`src/rtl/stopwatch_ctrl.sv`:
```
// ---------------------------------------------------------------------------
// stopwatch_ctrl -- control block for a pushbutton stopwatch.
//
// The three raw buttons are each synchronized and debounced. Their debounced
// rising edges become one-cycle press events. The press events drive an
// IDLE / RUNNING / PAUSED state machine and a tick prescaler. The outputs
// drive an external counter chain: tick is the count strobe, run is the
// enable, and clear is the reset.
//
// Optional feature macro: STOPWATCH_LAP_EN
//   When defined, a lap press while RUNNING toggles lap_hold, which freezes
//   the display. When undefined, btn_lap is ignored, lap_hold is tied to 0,
//   and no lap logic is built.
//
// Parameters
//   CLK_HZ          system clock frequency in Hz
//   TICK_HZ         tick rate in Hz; DIV = CLK_HZ/TICK_HZ must be >= 2
//   DEBOUNCE_CYCLES consecutive stable cycles needed to accept a new level
//
// Ports
//   clk            system clock; all logic runs on its rising edge
//   reset          synchronous, active-high reset
//   btn_startstop  raw start/stop pushbutton, active-high
//   btn_clear      raw clear pushbutton, active-high
//   btn_lap        raw lap pushbutton, active-high (lap build only)
//   tick           one-cycle count strobe at TICK_HZ while running
//   run            high while RUNNING
//   clear          one-cycle counter-chain reset pulse
//   lap_hold       high while the display is frozen for a lap
// ---------------------------------------------------------------------------

// One button lane. A 2-flop synchronizer feeds a debouncer. The debouncer
// produces a one-cycle press strobe on each debounced 0->1 transition.
module sw_debounce #(
    parameter int unsigned CYCLES = 4
) (
    input  logic clk,
    input  logic reset,
    input  logic btn,
    output logic press
);
    // The counter only has to reach CYCLES-1.
    localparam int unsigned CW = (CYCLES > 1) ? $clog2(CYCLES) : 1;

    logic          sync1;
    logic          sync2;
    logic          level;
    logic          level_q;
    logic [CW-1:0] cnt;

    always_ff @(posedge clk) begin
        if (reset) begin
            sync1   <= 1'b0;
            sync2   <= 1'b0;
            level   <= 1'b0;
            level_q <= 1'b0;
            cnt     <= '0;
        end else begin
            sync1   <= btn;
            sync2   <= sync1;
            level_q <= level;
            // The count runs only while the synchronized input disagrees
            // with the accepted level. Any agreeing cycle restarts the count.
            // The level flips at the end of the CYCLES-th disagreeing cycle.
            if (sync2 != level) begin
                if (cnt == CW'(CYCLES - 1)) begin
                    level <= sync2;
                    cnt   <= '0;
                end else begin
                    cnt <= cnt + CW'(1);
                end
            end else begin
                cnt <= '0;
            end
        end
    end

    assign press = level & ~level_q;
endmodule

module stopwatch_ctrl #(
    parameter int unsigned CLK_HZ          = 50000000,
    parameter int unsigned TICK_HZ         = 1,
    parameter int unsigned DEBOUNCE_CYCLES = 1000000
) (
    input  logic clk,
    input  logic reset,
    input  logic btn_startstop,
    input  logic btn_clear,
    input  logic btn_lap,
    output logic tick,
    output logic run,
    output logic clear,
    output logic lap_hold
);
    localparam int unsigned DIV = CLK_HZ / TICK_HZ;
    localparam int unsigned PW  = $clog2(DIV);

`ifdef STOPWATCH_LAP_EN
    localparam int NUM_BTN = 3;
`else
    localparam int NUM_BTN = 2;
`endif

    typedef enum logic [1:0] {
        IDLE    = 2'd0,
        RUNNING = 2'd1,
        PAUSED  = 2'd2
    } state_t;

    // ---------------------------------------------------------------- buttons
    // Lane 0 is start/stop, lane 1 is clear, and lane 2 (lap build only) is lap.
    logic [NUM_BTN-1:0] btn_raw;
    logic [NUM_BTN-1:0] btn_ev;

`ifdef STOPWATCH_LAP_EN
    assign btn_raw = {btn_lap, btn_clear, btn_startstop};
`else
    assign btn_raw = {btn_clear, btn_startstop};
    // The lap input has no function in this build.
    logic lap_unused;
    assign lap_unused = btn_lap;
`endif

    for (genvar g = 0; g < NUM_BTN; g++) begin : g_btn
        sw_debounce #(
            .CYCLES (DEBOUNCE_CYCLES)
        ) u_db (
            .clk   (clk),
            .reset (reset),
            .btn   (btn_raw[g]),
            .press (btn_ev[g])
        );
    end

    logic ss_ev;
    logic clr_ev;
    assign ss_ev  = btn_ev[0];
    assign clr_ev = btn_ev[1];

    // ---------------------------------------------------------------- state
    state_t        state;
    state_t        state_n;
    logic [PW-1:0] presc;
    logic [PW-1:0] presc_n;
    logic          tick_n;
    logic          run_n;
    // Set by reset. It produces the one clear pulse after reset releases.
    logic          rst_q;

    always_ff @(posedge clk) begin
        if (reset) begin
            state <= IDLE;
            presc <= '0;
            rst_q <= 1'b1;
            tick  <= 1'b0;
            run   <= 1'b0;
            clear <= 1'b0;
        end else begin
            state <= state_n;
            presc <= presc_n;
            rst_q <= 1'b0;
            tick  <= tick_n;
            run   <= run_n;
            clear <= clr_ev | rst_q;
        end
    end

    always_comb begin
        state_n = state;
        presc_n = presc;

        // Clear wins over start/stop in the same cycle.
        if (clr_ev) begin
            state_n = IDLE;
        end else if (ss_ev) begin
            case (state)
                IDLE:    state_n = RUNNING;
                RUNNING: state_n = PAUSED;
                PAUSED:  state_n = RUNNING;
                default: state_n = IDLE;
            endcase
        end

        // The prescaler advances in every cycle spent in RUNNING, including
        // the cycle of a pause press. It holds in PAUSED so that a partial
        // period carries over the pause.
        if (clr_ev) begin
            presc_n = '0;
        end else if (state == RUNNING) begin
            presc_n = (presc == PW'(DIV - 1)) ? '0 : presc + PW'(1);
        end

        // These outputs are registered from next-state values. That way they
        // line up with the state and prescaler held in the same cycle.
        // A clear forces state_n to IDLE, so tick can never coincide with it.
        run_n  = (state_n == RUNNING);
        tick_n = (state_n == RUNNING) && (presc_n == PW'(DIV - 1));
    end

    // ---------------------------------------------------------------- lap
`ifdef STOPWATCH_LAP_EN
    logic lap_ev;
    logic lap_n;
    assign lap_ev = btn_ev[2];

    always_comb begin
        lap_n = lap_hold;
        if (clr_ev) begin
            lap_n = 1'b0;
        end else if (lap_ev && (state == RUNNING)) begin
            lap_n = ~lap_hold;
        end
    end

    always_ff @(posedge clk) begin
        if (reset) begin
            lap_hold <= 1'b0;
        end else begin
            lap_hold <= lap_n;
        end
    end
`else
    assign lap_hold = 1'b0;
`endif

endmodule

```
`config.mk`:
```
export PLATFORM = sky130hd
export DESIGN_NAME = stopwatch_ctrl
export DESIGN_NICKNAME = d
export VERILOG_FILES = /design/src/rtl/stopwatch_ctrl.sv
export SDC_FILE = /design/constraint.sdc
export NUM_CORES = 1
export LEC_CHECK = 0
export ABC_AREA = 1
export CAP_MARGIN = 20
export CORE_AREA = 2 2 124 126
export DETAILED_ROUTE_END_ITERATION = 10
export DIE_AREA = 0 0 126 128
export DONT_BUFFER_PORTS = 1
export PLACE_DENSITY_LB_ADDON = 0.25
export SLEW_MARGIN = 20
export SYNTH_ARGS = -nofsm -noshare
export SYNTH_HDL_FRONTEND = slang
export SYNTH_HIERARCHICAL = 1
export SYNTH_SLANG_ARGS = --single-unit
```
`constraint.sdc`:
```
create_clock -name clk -period 3.05 [get_ports clk]
set_input_delay 0.4575 -clock clk [delete_from_list [all_inputs] [get_ports clk]]
set_output_delay 0.4575 -clock clk [all_outputs]
set_load 0.005 [all_outputs]
```
==> results_dict.tcl <==
set metrics [dict create \
    status "complete, no violations" \
    cts_resized 0 \
    htree_levels 3 \
    clock_path_buffers 2 \
    clk_pin_slew_ns 0.06 \
    syn_to_final_growth_pct 11.62 \
    drt-pass1-iter-count 4 \
    worstSetupPathType "reg2reg" \
    cts_hold_buf 0 \
    setup_violations 0 \
    worstRegToRegCells 14 \
    holdPathStages 0 \
    routed_wl_mm 9.415 \
    reg2reg_slack_ns 0.84 \
    final_nets 654 \
    die_w_um 126 \
    whs_ns 0.1612 \
    ys_warn_count 6 \
    synthesis.area_sq_um 4370 \
    avgSynthCellArea_sq_um 6.818 \
    fin_crit_ns 2.211 \
    start_util 0.2940 \
    drcViolationCount 0 \
    worstSetupEndpointType "flop" \
    ys_ff_latch 80 \
    cp_max_fo 6 \
    synth_cell_types 36 \
    synth_area_leaders "dfxtp_1 37%, nand2_1 13%, nor2_1 12%" \
    rows 45 \
    cts_tree "done" \
    synth_ff_type "dfxtp_1" \
    power_density_nw_per_um2 457.1 \
    worstHoldPathType "in2reg" \
    p_leak_nw 1.702 \
    holdCritStartpoint "reset" \
    slew_headroom 0.6496 \
    core_sq_um 14860 \
    final_util 0.3282 \
    cts_setup_buffers 0 \
    diodes 0 \
    dp.cells 823 \
    dp_hpwl_mm 7.023 \
    drive_gt1_frac 0.1045 \
    ir_drop_mv 0.2923 \
    timing.rr.end "tick" \
    globalRouteOverflowTotal 0 \
    arrival_ns 2.49 \
    drtIter0Drc 145 \
    timing.fmax_ghz 0.4523 \
    vias_per_cell 4.554 \
    port_buffers 0 \
    grt_pass1_wl_mm 16.39 \
    clk_latency_ns 0.34 \
    ios 9 \
    critPathLaunchType "flop" \
    gp_congestion 0.8375 \
    synth_nets 649 \
    drtAntennaViolNets 0 \
    synth_edf_count 0 \
    die-area_sq_um 16130 \
    syn-instance-count 641 \
    drv_slew 0 \
    stdcell_count 839 \
    fin_tns_setup_ns 0 \
    async_reset_ff_frac 0 \
    yosysTopAreaCell "dfxtp_1" \
    hold_viol 0 \
    finClkSkew_ns 0.008067 \
    root_buffer "clkbuf_16" \
    r2r-start "g_btn[1].u_db/level" \
    grt_max_degree 29 \
    die_y_um 128 \
    tightest_slew_ns 0.5237 \
    clock-sinks 80 \
    rsz0062_at_grt "false" \
    dr_total_vias 3821 \
    fin_crit_sh 0.7248 \
    yosysSeqAreaShare 0.3664 \
    synth_top_cell_area_share 0.3664 \
    cp.required_ns 3.33 \
    antenna_found_initial 0 \
    wire_per_inst_um 11.22 \
    grt.total_usage 0.1245 \
    hold_end "rst_q" \
    grt_pass1_vias 3661 \
    cts_inserted_buffers 9 \
    drv_cap 0 \
]
logic make-up (layout without fill, tap and decap cells):
family          after synthesis  count (layout)  synth area share
simple gates                418             418            0.4604
buf+inv                      83              93           0.07615
flops                        80              80            0.3664
compound gates               39              39           0.05354
xor+xnor                     17              17           0.03407
fa+ha+maj                     3               3          0.008590
other cells                   1               1         0.0008580
worst max-delay path by stage:
| stage | startpoint | end | slack (ns) | cells after the start |
|---|---|---|---|---|
| 3_5_place_dp | g_btn[1].u_db/level | tick | 0.82 | 14 |
| 5_1_grt | g_btn[1].u_db/level | tick | 0.54 | 14 |
| 3_3_place_gp | g_btn[1].u_db/level | tick | 0.81 | 14 |
| 2_1_floorplan | g_btn[1].u_db/level | tick | 1.38 | 14 |
| 4_1_cts | g_btn[1].u_db/level | tick | 0.78 | 14 |
| 6_report | g_btn[1].u_db/level | tick | 0.84 | 14 |
metrics by stage:
step	setup WS, ns	area, sq um	power, mW
floorplan	1.379	4370	1.094
global placement	0.8086	4563	1.093
detailed placement	0.8177	4563	1.093
CTS	0.7810	4878	2.271
global route	0.5390	4878	2.311
finish	0.8392	4878	2.230
state kept, by name, summed over array words and instances, names as in the netlist:
name	flops
clear	1
g_btn.u_db/cnt	40
g_btn.u_db/level	2
g_btn.u_db/level_q	2
g_btn.u_db/sync1	2
g_btn.u_db/sync2	2
presc	26
rst_q	1
run	1
state	2
tick	1
cells in the mapped netlist, types with 2 or more instances:
cell      number
nand2_1      149
nor2_1       142
dfxtp_1       80
inv_1         71
nand3_1       55
a21oi_1       18
nand4_1       11
nor2_2        11
xor2_1        11
o21ai_0        8
o21bai_1       8
nor2_4         7
nand3_4        6
nor3_1         6
or2_0          6
xnor2_1        6
a21oi_2        5
inv_2          5
nand2_4        4
ha_1           3
nand3_2        3
nor2_8         3
or2_2          3
and2_1         2
buf_6          2
clkbuf_1       2
nand2_2        2
nand3b_1       2
nand3b_2       2
nor3_2         2
metal layers:
metal  share of wire  wire length (um)  GRT usage
met4           0.019               182    0.05882
met1            0.49              4605     0.1557
met5               0                 0          0
met2            0.46              4375     0.2084
met3           0.027               251    0.02212
cells in the final DEF, fill, tap and decap left out, drive strengths merged, types with 3 or more instances in the layout:
cell and count:
a21oi 23, o21ai 8, or2 9, nand2 155, ha 3, inv 76
clkbuf 13, nand3 64, nand4 11, nand3b 4, o21bai 8, xor2 11
dfxtp 80, xnor2 6, nor2 163, nor3 8
worst max-delay path, cell delays in order (launching register included):
cell and delay, ns:
dfxtp_1 0.35, inv_1 0.08, nor2_1 0.41, inv_1 0.23
nand2_1 0.14, nor2_1 0.05, nor2_1 0.15, nand3_1 0.11
nor2_1 0.09, nand2_1 0.06, nor2_1 0.16, nand3_1 0.10
nor2_1 0.09, nand2_1 0.07, nor2_2 0.07
area by class of cell:
cell class | count | area [sq um]
Clock buffer | 13 | 250.2
Clock inverter | 3 | 65.06
Fill cell | 1622 | 9986
Inverter | 77 | 290.3
Multi-Input combinational cell | 478 | 2436
Sequential cell | 80 | 1602
Tap cell | 188 | 235.2
power breakdown:
part	switching [mW]	leakage, nW	internal (mW)
clock	0.421	0.154	0.739
combinational	0.0124	0.902	0.00511
sequential	0.00246	0.646	1.05
total	0.436	1.70	1.79
No activity file was read; power rests on OpenSTA's default activity.
